## src/rtl/layer_seq_ctrl.sv

```systemverilog
// Sequencer for one fully-connected layer pass: walks (input, neuron) pairs,
// issues memory reads and drives the accumulator and output register enables.
module layer_seq_ctrl #(
  parameter int DWIDTH = 16,
  parameter int NIN    = 64,
  parameter int NOUT   = 10,
  parameter int AW     = 6,
  parameter int NW     = 4
) (
  input  logic          clk,
  input  logic          resetn,
  input  logic          start,
  input  logic          stall,
  output logic          busy,
  output logic          done,
  output logic          rd_en,
  output logic [AW-1:0] in_addr,
  output logic [NW-1:0] nrn_addr,
  output logic          mac_en,
  output logic          acc_clr,
  output logic          out_en,
  output logic [NW-1:0] out_idx
);

  typedef enum logic [1:0] {S_IDLE, S_RUN, S_DRAIN} state_t;

  localparam logic [AW-1:0] LAST_I = AW'(NIN - 1);
  localparam logic [NW-1:0] LAST_J = NW'(NOUT - 1);

  state_t        r_state, w_state_nxt;
  logic [AW-1:0] r_i, w_i_nxt, w_ci;
  logic [NW-1:0] r_j, w_j_nxt, w_cj;
  logic          w_issue;
  logic          w_busy_nxt, w_done_nxt, w_rd_nxt;
  logic [AW-1:0] w_in_addr_nxt;
  logic [NW-1:0] w_nrn_nxt;
  logic          r_last_p1;
  logic [NW-1:0] r_nrn_p1;

  always_comb begin
    w_state_nxt   = r_state;
    w_i_nxt       = r_i;
    w_j_nxt       = r_j;
    w_ci          = r_i;
    w_cj          = r_j;
    w_issue       = 1'b0;
    w_busy_nxt    = busy;
    w_done_nxt    = 1'b0;
    w_rd_nxt      = 1'b0;
    w_in_addr_nxt = in_addr;
    w_nrn_nxt     = nrn_addr;
    case (r_state)
      S_IDLE: begin
        if (start) begin
          w_state_nxt = S_RUN;
          w_busy_nxt  = 1'b1;
          w_ci        = '0;
          w_cj        = '0;
          w_i_nxt     = '0;
          w_j_nxt     = '0;
          w_issue     = !stall;
        end
      end
      S_RUN: begin
        w_busy_nxt = 1'b1;
        w_issue    = !stall;
      end
      S_DRAIN: begin
        // Only the last neuron's output write ends the pass.
        if (out_en && (out_idx == LAST_J)) begin
          w_state_nxt = S_IDLE;
          w_busy_nxt  = 1'b0;
          w_done_nxt  = 1'b1;
        end
      end
      default: w_state_nxt = S_IDLE;
    endcase
    if (w_issue) begin
      w_rd_nxt      = 1'b1;
      w_in_addr_nxt = w_ci;
      w_nrn_nxt     = w_cj;
      if (w_ci == LAST_I) begin
        w_i_nxt = '0;
        if (w_cj == LAST_J) begin
          w_j_nxt     = '0;
          w_state_nxt = S_DRAIN;
        end else begin
          w_j_nxt = w_cj + NW'(1);
        end
      end else begin
        w_i_nxt = w_ci + AW'(1);
      end
    end
  end

  // Stage p0: FSM, counters and read issue
  always_ff @(posedge clk or negedge resetn) begin
    if (!resetn) begin
      r_state  <= S_IDLE;
      r_i      <= '0;
      r_j      <= '0;
      busy     <= 1'b0;
      done     <= 1'b0;
      rd_en    <= 1'b0;
      in_addr  <= '0;
      nrn_addr <= '0;
    end else begin
      r_state  <= w_state_nxt;
      r_i      <= w_i_nxt;
      r_j      <= w_j_nxt;
      busy     <= w_busy_nxt;
      done     <= w_done_nxt;
      rd_en    <= w_rd_nxt;
      in_addr  <= w_in_addr_nxt;
      nrn_addr <= w_nrn_nxt;
    end
  end

  // Stage p1: accumulate enables; stage p2: output register write
  always_ff @(posedge clk or negedge resetn) begin
    if (!resetn) begin
      mac_en    <= 1'b0;
      acc_clr   <= 1'b0;
      r_last_p1 <= 1'b0;
      out_en    <= 1'b0;
      out_idx   <= '0;
    end else begin
      mac_en    <= rd_en;
      acc_clr   <= rd_en && (in_addr == '0);
      r_last_p1 <= rd_en && (in_addr == LAST_I);
      out_en    <= r_last_p1;
      if (r_last_p1) out_idx <= r_nrn_p1;
    end
  end

  always_ff @(posedge clk) begin
    r_nrn_p1 <= nrn_addr;
  end

endmodule

```

## config.mk

```make
export PLATFORM = sky130hd
export DESIGN_NAME = layer_seq_ctrl
export DESIGN_NICKNAME = d
export VERILOG_FILES = /design/src/rtl/layer_seq_ctrl.sv
export SDC_FILE = /design/constraint.sdc
export NUM_CORES = 1
export LEC_CHECK = 0
export ABC_AREA = 0
export CAP_MARGIN = 20
export CORE_MARGIN = 4
export CORE_UTILIZATION = 40
export CTS_CLUSTER_SIZE = 28
export DETAILED_ROUTE_END_ITERATION = 10
export PLACE_DENSITY = 0.7
export SLEW_MARGIN = 10
export SYNTH_ARGS = -nofsm -noshare
export SYNTH_HDL_FRONTEND = slang
export SYNTH_SLANG_ARGS = --single-unit
```

## constraint.sdc

```tcl
create_clock -name clk -period 3.6 [get_ports clk]
set_input_delay 0.72 -clock clk [delete_from_list [all_inputs] [get_ports clk]]
set_output_delay 0.72 -clock clk [all_outputs]
set_load 0.02 [all_outputs]
```

==> metrics.md, run 1 <==
| Metric | Value |
|---|---|
| Area added between synthesis and finish | `23.9%` |
| Synth Area in Compound Gates | `0.121` |
| Gr busiest metal | `met2` |
| CP bufs+invs | `1` |
| Crit. End Element | `flop` |
| DR iter-0 viols | `56` |
| Xor-xnor portion of the synthesized cell area | `0.0116` |
| Worst Clk Skew | `0.00340 ns` |
| CP startpoint kind | `primary input` |
| Post-CTS setup buffers | `0` |
| Top cells by count, synth | `33 x dfrtp_1, 12 x nand2_1, 9 x o21ai_0` |
| M1 GR Usage | `0.153` |
| Register area share after synthesis | `0.598` |
| Slew @ Worst Pin | `0.515 ns` |
| I/O Buffers | `23` |
| WL/cell | `~15 microns` |
| Top cells by area, synth | `dfrtp_1 55%, dfxtp_1 5.3%, a22o_1 4.6%` |
| Fillers | `between 300 and 400` |
| Cells resized by post-CTS repair | `0` |
| Ports | `24` |
| Final Cycle Share | `0.711` |
| Critical path arrival | `2.77 ns` |
| Total track usage | `0.136` |
| P per Cell Area | `around 600 nW/um^2` |
| Worst VDD drop | `just under 0.2 mV` |
| Netlist cell types | `35` |
| Simple-gate share of the synthesized area | `0.184` |
| Hold path depth | `0` |
| Number of enable flip-flop cells after synthesis | `0` |
| DP Worst Slack | `0.763 ns` |
| Asr flop ratio synth | `0.892` |
| Slowest stage cell, crit path | `clkdlybuf4s50_1` |
| DRT antenna net count | `0` |
| Final worst slack | `1.04 ns` |
| Critical Path RT | `about 3.8 ns` |
| CTS Hold Bufs | `0` |
| Clock latency on the worst-skew pair | `0.28 ns` |
| Slew Viols, Final | `0` |
| Final setup viols | `0` |
| Initial antenna violation count | `0` |
| CTS tree | `done` |
| Highest Clock Rate | `a little under 400 MHz` |
| Synth Area in Adders | `0.00826` |
| Reg2reg end | `r_j[2]$_DFF_PN0_` |
| Row count | `22` |
| First-pass GRT wire length | `5.22 mm` |
| TNS Setup | `0 ns` |
| Clock Tree Buf Depth | `2` |
| Routed vias | `1115` |
| Avg Cell Area, Syn | `11.6 sq um` |
| Share of layout cells above drive strength 1 | `0.113` |
| CTS H-Tree Depth | `2` |
| Slew HR | `0.655` |
| Max_cap viols | `0` |
| Total grt overflow | `0` |
| GRT met3 Usage | `0.0522` |
| Crit Path Max Fanout | `8` |
| Syn Inst Count | `130` |
| Cell taking the most area after synthesis | `dfrtp_1` |
| Vias in the first global route | `between 1000 and 1500` |
| Drt pass-1 iters | `4` |
| Die width | `69.5 microns` |
| Flop-to-flop setup slack | `1.36 ns` |
| Most numerous cell in the Yosys netlist | `dfrtp_1` |
| Yosys warning count | `0` |
| CTS sink count | `37` |
| DRC viols | `0` |
| CP cell instances | `clkdlybuf4s50_1 -> and2_1 -> nor2b_1 -> ha_1 -> and4_1 -> nand4_4 -> or3_1 -> a21oi_1` |
| Cell Area, Synth | `1510 sq um` |
| Clock slew at reported path FFs | `0.07 ns` |
| Nets | `163` |
| Ant. Diodes | `0` |
| Main combinational cell family by area after synthesis | `simple AND/OR/NAND/NOR gates` |
| Area of the core | `3660 sq um` |
| Min-Delay Endpoint | `r_nrn_p1[1]$_DFF_P_` |
| Min-delay worst type | `reg2reg` |
| Synth top area share | `0.545` |
| Num CTS Buffers | `5` |
| RR Startpoint | `r_state[1]$_DFF_PN0_` |
| Min-delay src | `nrn_addr[1]$_DFFE_PN0P_` |
| Final Hold Vio Count | `0` |
| Met2 Use GR | `0.231` |
| Largest net degree at the start of global routing | `34` |
| Crit-path leading delay family | `simple AND/OR/NAND/NOR gates` |
| Post-synthesis register bit count | `37` |
| Synth Flop Type | `dfrtp_1` |
| CP Class | `in2reg` |
| Leak | `0.827 nW` |
| Status | `complete, no violations` |
| Die ar. | `4830 sq um` |
| DR vias/cell | `roughly 5.4` |
| Root Driver | `clkbuf_8` |
| Initial Util | `0.414` |
| RSZ-0062 raised after global routing | `no` |
| Minimum clock period | `between 2 and 3 ns` |
| Design Power | `1.12 mW` |
| Routed wire length | `3.02 mm` |
| Gpl congestion | `0.891` |
| Post-synthesis mux area share | `0.0438` |
| Die Ht | `69.5 microns` |
| R2R depth | `8` |
| Slowest stage delay, CP | `0.48 ns` |
| Detailed placement HPWL | `2.25 mm` |
| Synth Net Count | `approximately 140` |
==> flip-flops by register name (all words and copies together) (netlist names) <==
signal     count
acc_clr        1
busy           1
done           1
in_addr        6
mac_en         1
nrn_addr       4
out_en         1
out_idx        4
r_i            6
r_j            4
r_last_p1      1
r_nrn_p1       4
r_state        2
rd_en          1
==> metal layers <==
metal,vias to the layer above,part of all wire
met1,560,0.41
met2,25,0.52
met5,-,0
met3,4,0.054
li1,526,-
met4,0,0.011
==> final cells by class <==
class | count | area, sq um | area share
repair buffers | 25 | 245 | 0.131
multi-input cells | 84 | 559 | 0.298
inverters | 5 | 18.8 | 0.0100
clock inverters | 3 | 17.5 | 0.00934
well taps | 48 | 60.1 | 0.0320
clock buffers | 5 | 68.8 | 0.0367
flip-flops and latches | 37 | 906 | 0.483
==> worst max path at each step <==
stage          startpoint                to  slack [ns]  cells past startpoint
2_1_floorplan       start  r_j[2]$_DFF_PN0_        1.36                      8
5_1_grt             start  r_j[2]$_DFF_PN0_        0.93                      8
3_3_place_gp        start  r_j[2]$_DFF_PN0_        0.82                      8
3_5_place_dp        start  r_j[2]$_DFF_PN0_        0.76                      8
6_report            start  r_j[2]$_DFF_PN0_        1.04                      8
4_1_cts             start  r_j[2]$_DFF_PN0_        1.05                      8
==> stage by stage <==
stage,std cells,utilization,hold WS [ns],cell area (sq um)
after detailed placement,199,0.489,0.394,1790
after floorplan,130,-,0.424,1510
after CTS,207,0.512,0.411,1880
after global placement,199,0.489,0.391,1790
final,207,0.512,0.408,1880
after global routing,207,0.512,0.421,1880
==> kinds of logic (layout without fill, tap and decap cells) <==
| kind of cell | Yosys count | after routing |
|---|---|---|
| compound gates | 28 | 28 |
| xor+xnor | 2 | 2 |
| fa+ha+maj | 1 | 1 |
| buf+inv | 9 | 38 |
| flops | 37 | 37 |
| mux | 6 | 6 |
| simple gates | 47 | 47 |
==> layout by cell type (no fill, tap or decap), types with 3 or more instances in the layout <==
cell type and n:
a21oi_1 5, nor2_1 6, clkdlybuf4s50_1 23, mux2_2 5
nand2_1 12, nand3_1 5, clkbuf_8 5, dfrtp_1 33
nor3_1 3, or3_1 4, inv_1 5, o21ai_0 9
dfxtp_1 4, a22o_1 8
==> power by group <==
group / switching [mW] / internal (mW)
Sequential: 0.0883 / 0.493
Clock: 0.142 / 0.133
Combinational: 0.131 / 0.130
No activity file was read; power rests on OpenSTA's default activity.
==> run 2: changes to the inputs <==
==> constraint.sdc (replaced) <==
create_clock -name clk -period 2.5 [get_ports clk]
set_input_delay 0.5 -clock clk [delete_from_list [all_inputs] [get_ports clk]]
set_output_delay 0.5 -clock clk [all_outputs]
set_load 0.02 [all_outputs]
==> run 2 against run 1 <==
  * Non-clock buffer count up 9
  * Via count up 1.4%
  * First-iteration DRC count up 20%
  * Final cell count up 4.3%
  * Hold slack worse by 0.0099 ns
  * Power up 48%
==> metrics.md, run 2 (synthesized netlist as in run 1, its figures left out) <==
| Metric | Value |
|---|---|
| Fin Hold WS | `0.398 ns` |
| CTS tree | `done` |
| I/O Buffers | `23` |
| Hold path depth | `0` |
| Total grt overflow | `0` |
| Ant. Diodes | `0` |
| DRC viols | `0` |
| CP Class | `in2reg` |
| RR Startpoint | `r_state[1]$_DFF_PN0_` |
| Worst Clk Skew | `0.00607 ns` |
| Slew Viols, Final | `0` |
| First-pass GRT wire length | `~5.6 mm` |
| Row count | `22` |
| Leak | `0.871 nW` |
| WL/cell | `14.9 microns` |
| Slew @ Worst Pin | `~0.4 ns` |
| Num CTS Buffers | `5` |
| Max_cap viols | `0` |
| Share of layout cells above drive strength 1 | `0.161` |
| Clock network power share | `0.253` |
| TNS Setup | `0 ns` |
| Critical Path RT | `2.73 ns` |
| Minimum clock period | `2.20 ns` |
| Crit. End Element | `flop` |
| Cells resized by post-CTS repair | `0` |
| Reg2reg end | `r_state[1]$_DFF_PN0_` |
| Final setup viols | `0` |
| NetSw | `0.552 mW` |
| P per Cell Area | `around 850 nW/um^2` |
| Slowest stage delay, CP | `roughly 0.46 ns` |
| Drt pass-1 iters | `4` |
| CTS Hold Bufs | `0` |
| Placed insts | `208` |
| Root Driver | `clkbuf_8` |
| DP Worst Slack | `slightly above 0.04 ns` |
| Area of the core | `3660 sq um` |
| Die Ht | `just under 70 microns` |
| Clock Tree Buf Depth | `2` |
| Status | `complete, no violations` |
| DRT antenna net count | `0` |
| Highest Clock Rate | `455 MHz` |
| Gate power share | `0.236` |
| Fillers | `between 300 and 400` |
| Most common cell after layout, fill and taps aside | `dfrtp_1` |
| Largest net degree at the start of global routing | `34` |
| Vias in the first global route | `1185` |
| Flop-to-flop setup slack | `0.36 ns` |
| Gpl congestion | `0.909` |
| Nets | `172` |
| Largest regs | `in_addr x6, r_i x6` |
| Initial antenna violation count | `0` |
| Area added between synthesis and finish | `28.6%` |
| R2R depth | `9` |
| Multi-input gate area | `559 sq um` |
| Design Power | `1.66 mW` |
| Routed wire length | `3.22 mm` |
| Sequential cell area | `roughly 910 sq um` |
| Initial Util | `0.414` |
| Die width | `69.5 microns` |
| Detailed placement HPWL | `2.36 mm` |
| Worst VDD drop | `0.310 mV` |
| Min-delay src | `nrn_addr[1]$_DFFE_PN0P_` |
| DR vias/cell | `roughly 5.2` |
| CTS H-Tree Depth | `2` |
| Final Hold Vio Count | `0` |
| Clock latency on the worst-skew pair | `roughly 0.29 ns` |
| Final Cycle Share | `0.880` |
| Critical path arrival | `2.43 ns` |
| Min-Delay Endpoint | `r_nrn_p1[1]$_DFF_P_` |
| Part of the power in registers | `0.511` |
| DR iter-0 viols | `67` |
| CTS sink count | `37` |
| Routed vias | `approximately 1100` |
| Slowest stage cell, crit path | `clkdlybuf4s50_1` |
| CP startpoint kind | `primary input` |
| Finished Layout Cells | `216` |
| Ports | `24` |
| RSZ-0062 raised after global routing | `no` |
| Total track usage | `0.145` |
| Slew HR | `0.727` |
| Power Internal | `1.11 mW` |
| CP cell instances | `clkdlybuf4s50_1 -> and2_1 -> nor2b_1 -> ha_1 -> and4_1 -> nand2_1 -> nor4_1 -> buf_4 -> a22o_1` |
| Switching share of power | `0.333` |
| Post-CTS setup buffers | `0` |
| Final worst slack | `about 0.3 ns` |
| Commonest cells after routing, fill and taps aside | `33 x dfrtp_1, 23 x clkdlybuf4s50_1, 12 x nand2_1, 11 x buf_4, 9 x o21ai_0` |
| Crit Path Max Fanout | `4` |
| Crit-path leading delay family | `simple AND/OR/NAND/NOR gates` |
| Min-delay worst type | `reg2reg` |
| CP bufs+invs | `2` |
| Die ar. | `around 4800 sq um` |
| Clock slew at reported path FFs | `0.07 ns` |
run 2: cell count changes in the layout (fill, tap and decap cells not counted):
cell / before / now
inv_6: 0 / 1
buf_4: 2 / 11
clkinv_2: 2 / 1
run 2: layout make-up:
type | instances | area share
inverter | 5 | 0.00964
clock inverter | 3 | 0.0109
tap | 48 | 0.0308
clock buffer | 5 | 0.0353
sequential | 37 | 0.465
timing repair buffer | 34 | 0.161
multi-input combinational | 84 | 0.287
run 2: power groups by stage:
stage	clock network (mW)	registers [mW]	logic (mW)
floorplan	0	0.878	0.163
global placement	0	0.846	0.384
detailed placement	0	0.854	0.395
CTS	0.430	0.844	0.397
global route	0.456	0.864	0.427
finish	0.419	0.847	0.391
run 2: worst max-delay path by stage:
stage / cells after the start / slack (ns) / start / to
2_1_floorplan: 10 / 0.47 / r_state[1]$_DFF_PN0_ / r_j[2]$_DFF_PN0_
3_5_place_dp: 8 / 0.04 / start / r_j[2]$_DFF_PN0_
3_3_place_gp: 9 / 0.10 / start / r_state[1]$_DFF_PN0_
6_report: 9 / 0.30 / start / r_state[1]$_DFF_PN0_
5_1_grt: 9 / 0.19 / start / r_state[1]$_DFF_PN0_
4_1_cts: 9 / 0.33 / start / r_state[1]$_DFF_PN0_
run 2: metrics by stage:
stage | util | cell area (sq um)
after floorplan | - | 1510
after global placement | 0.507 | 1860
after detailed placement | 0.507 | 1860
after CTS | 0.532 | 1950
after global routing | 0.532 | 1950
final | 0.532 | 1950
run 2: worst reg2reg max path: cells and delay by family (launching register included):
kind	cells	cell delay [ns]
compound gates	1	0.11
fa+ha+maj	1	0.19
buf+inv	1	0.16
flops	1	0.51
simple gates	6	1.10
run 2: per-layer routing:
metal,global-route usage,vias to the layer above,routed length (microns)
li1,-,543,-
met1,0.164,560,1350
met2,0.250,21,1670
met3,0.0551,7,161
met4,0.0499,0,42
met5,0,-,0
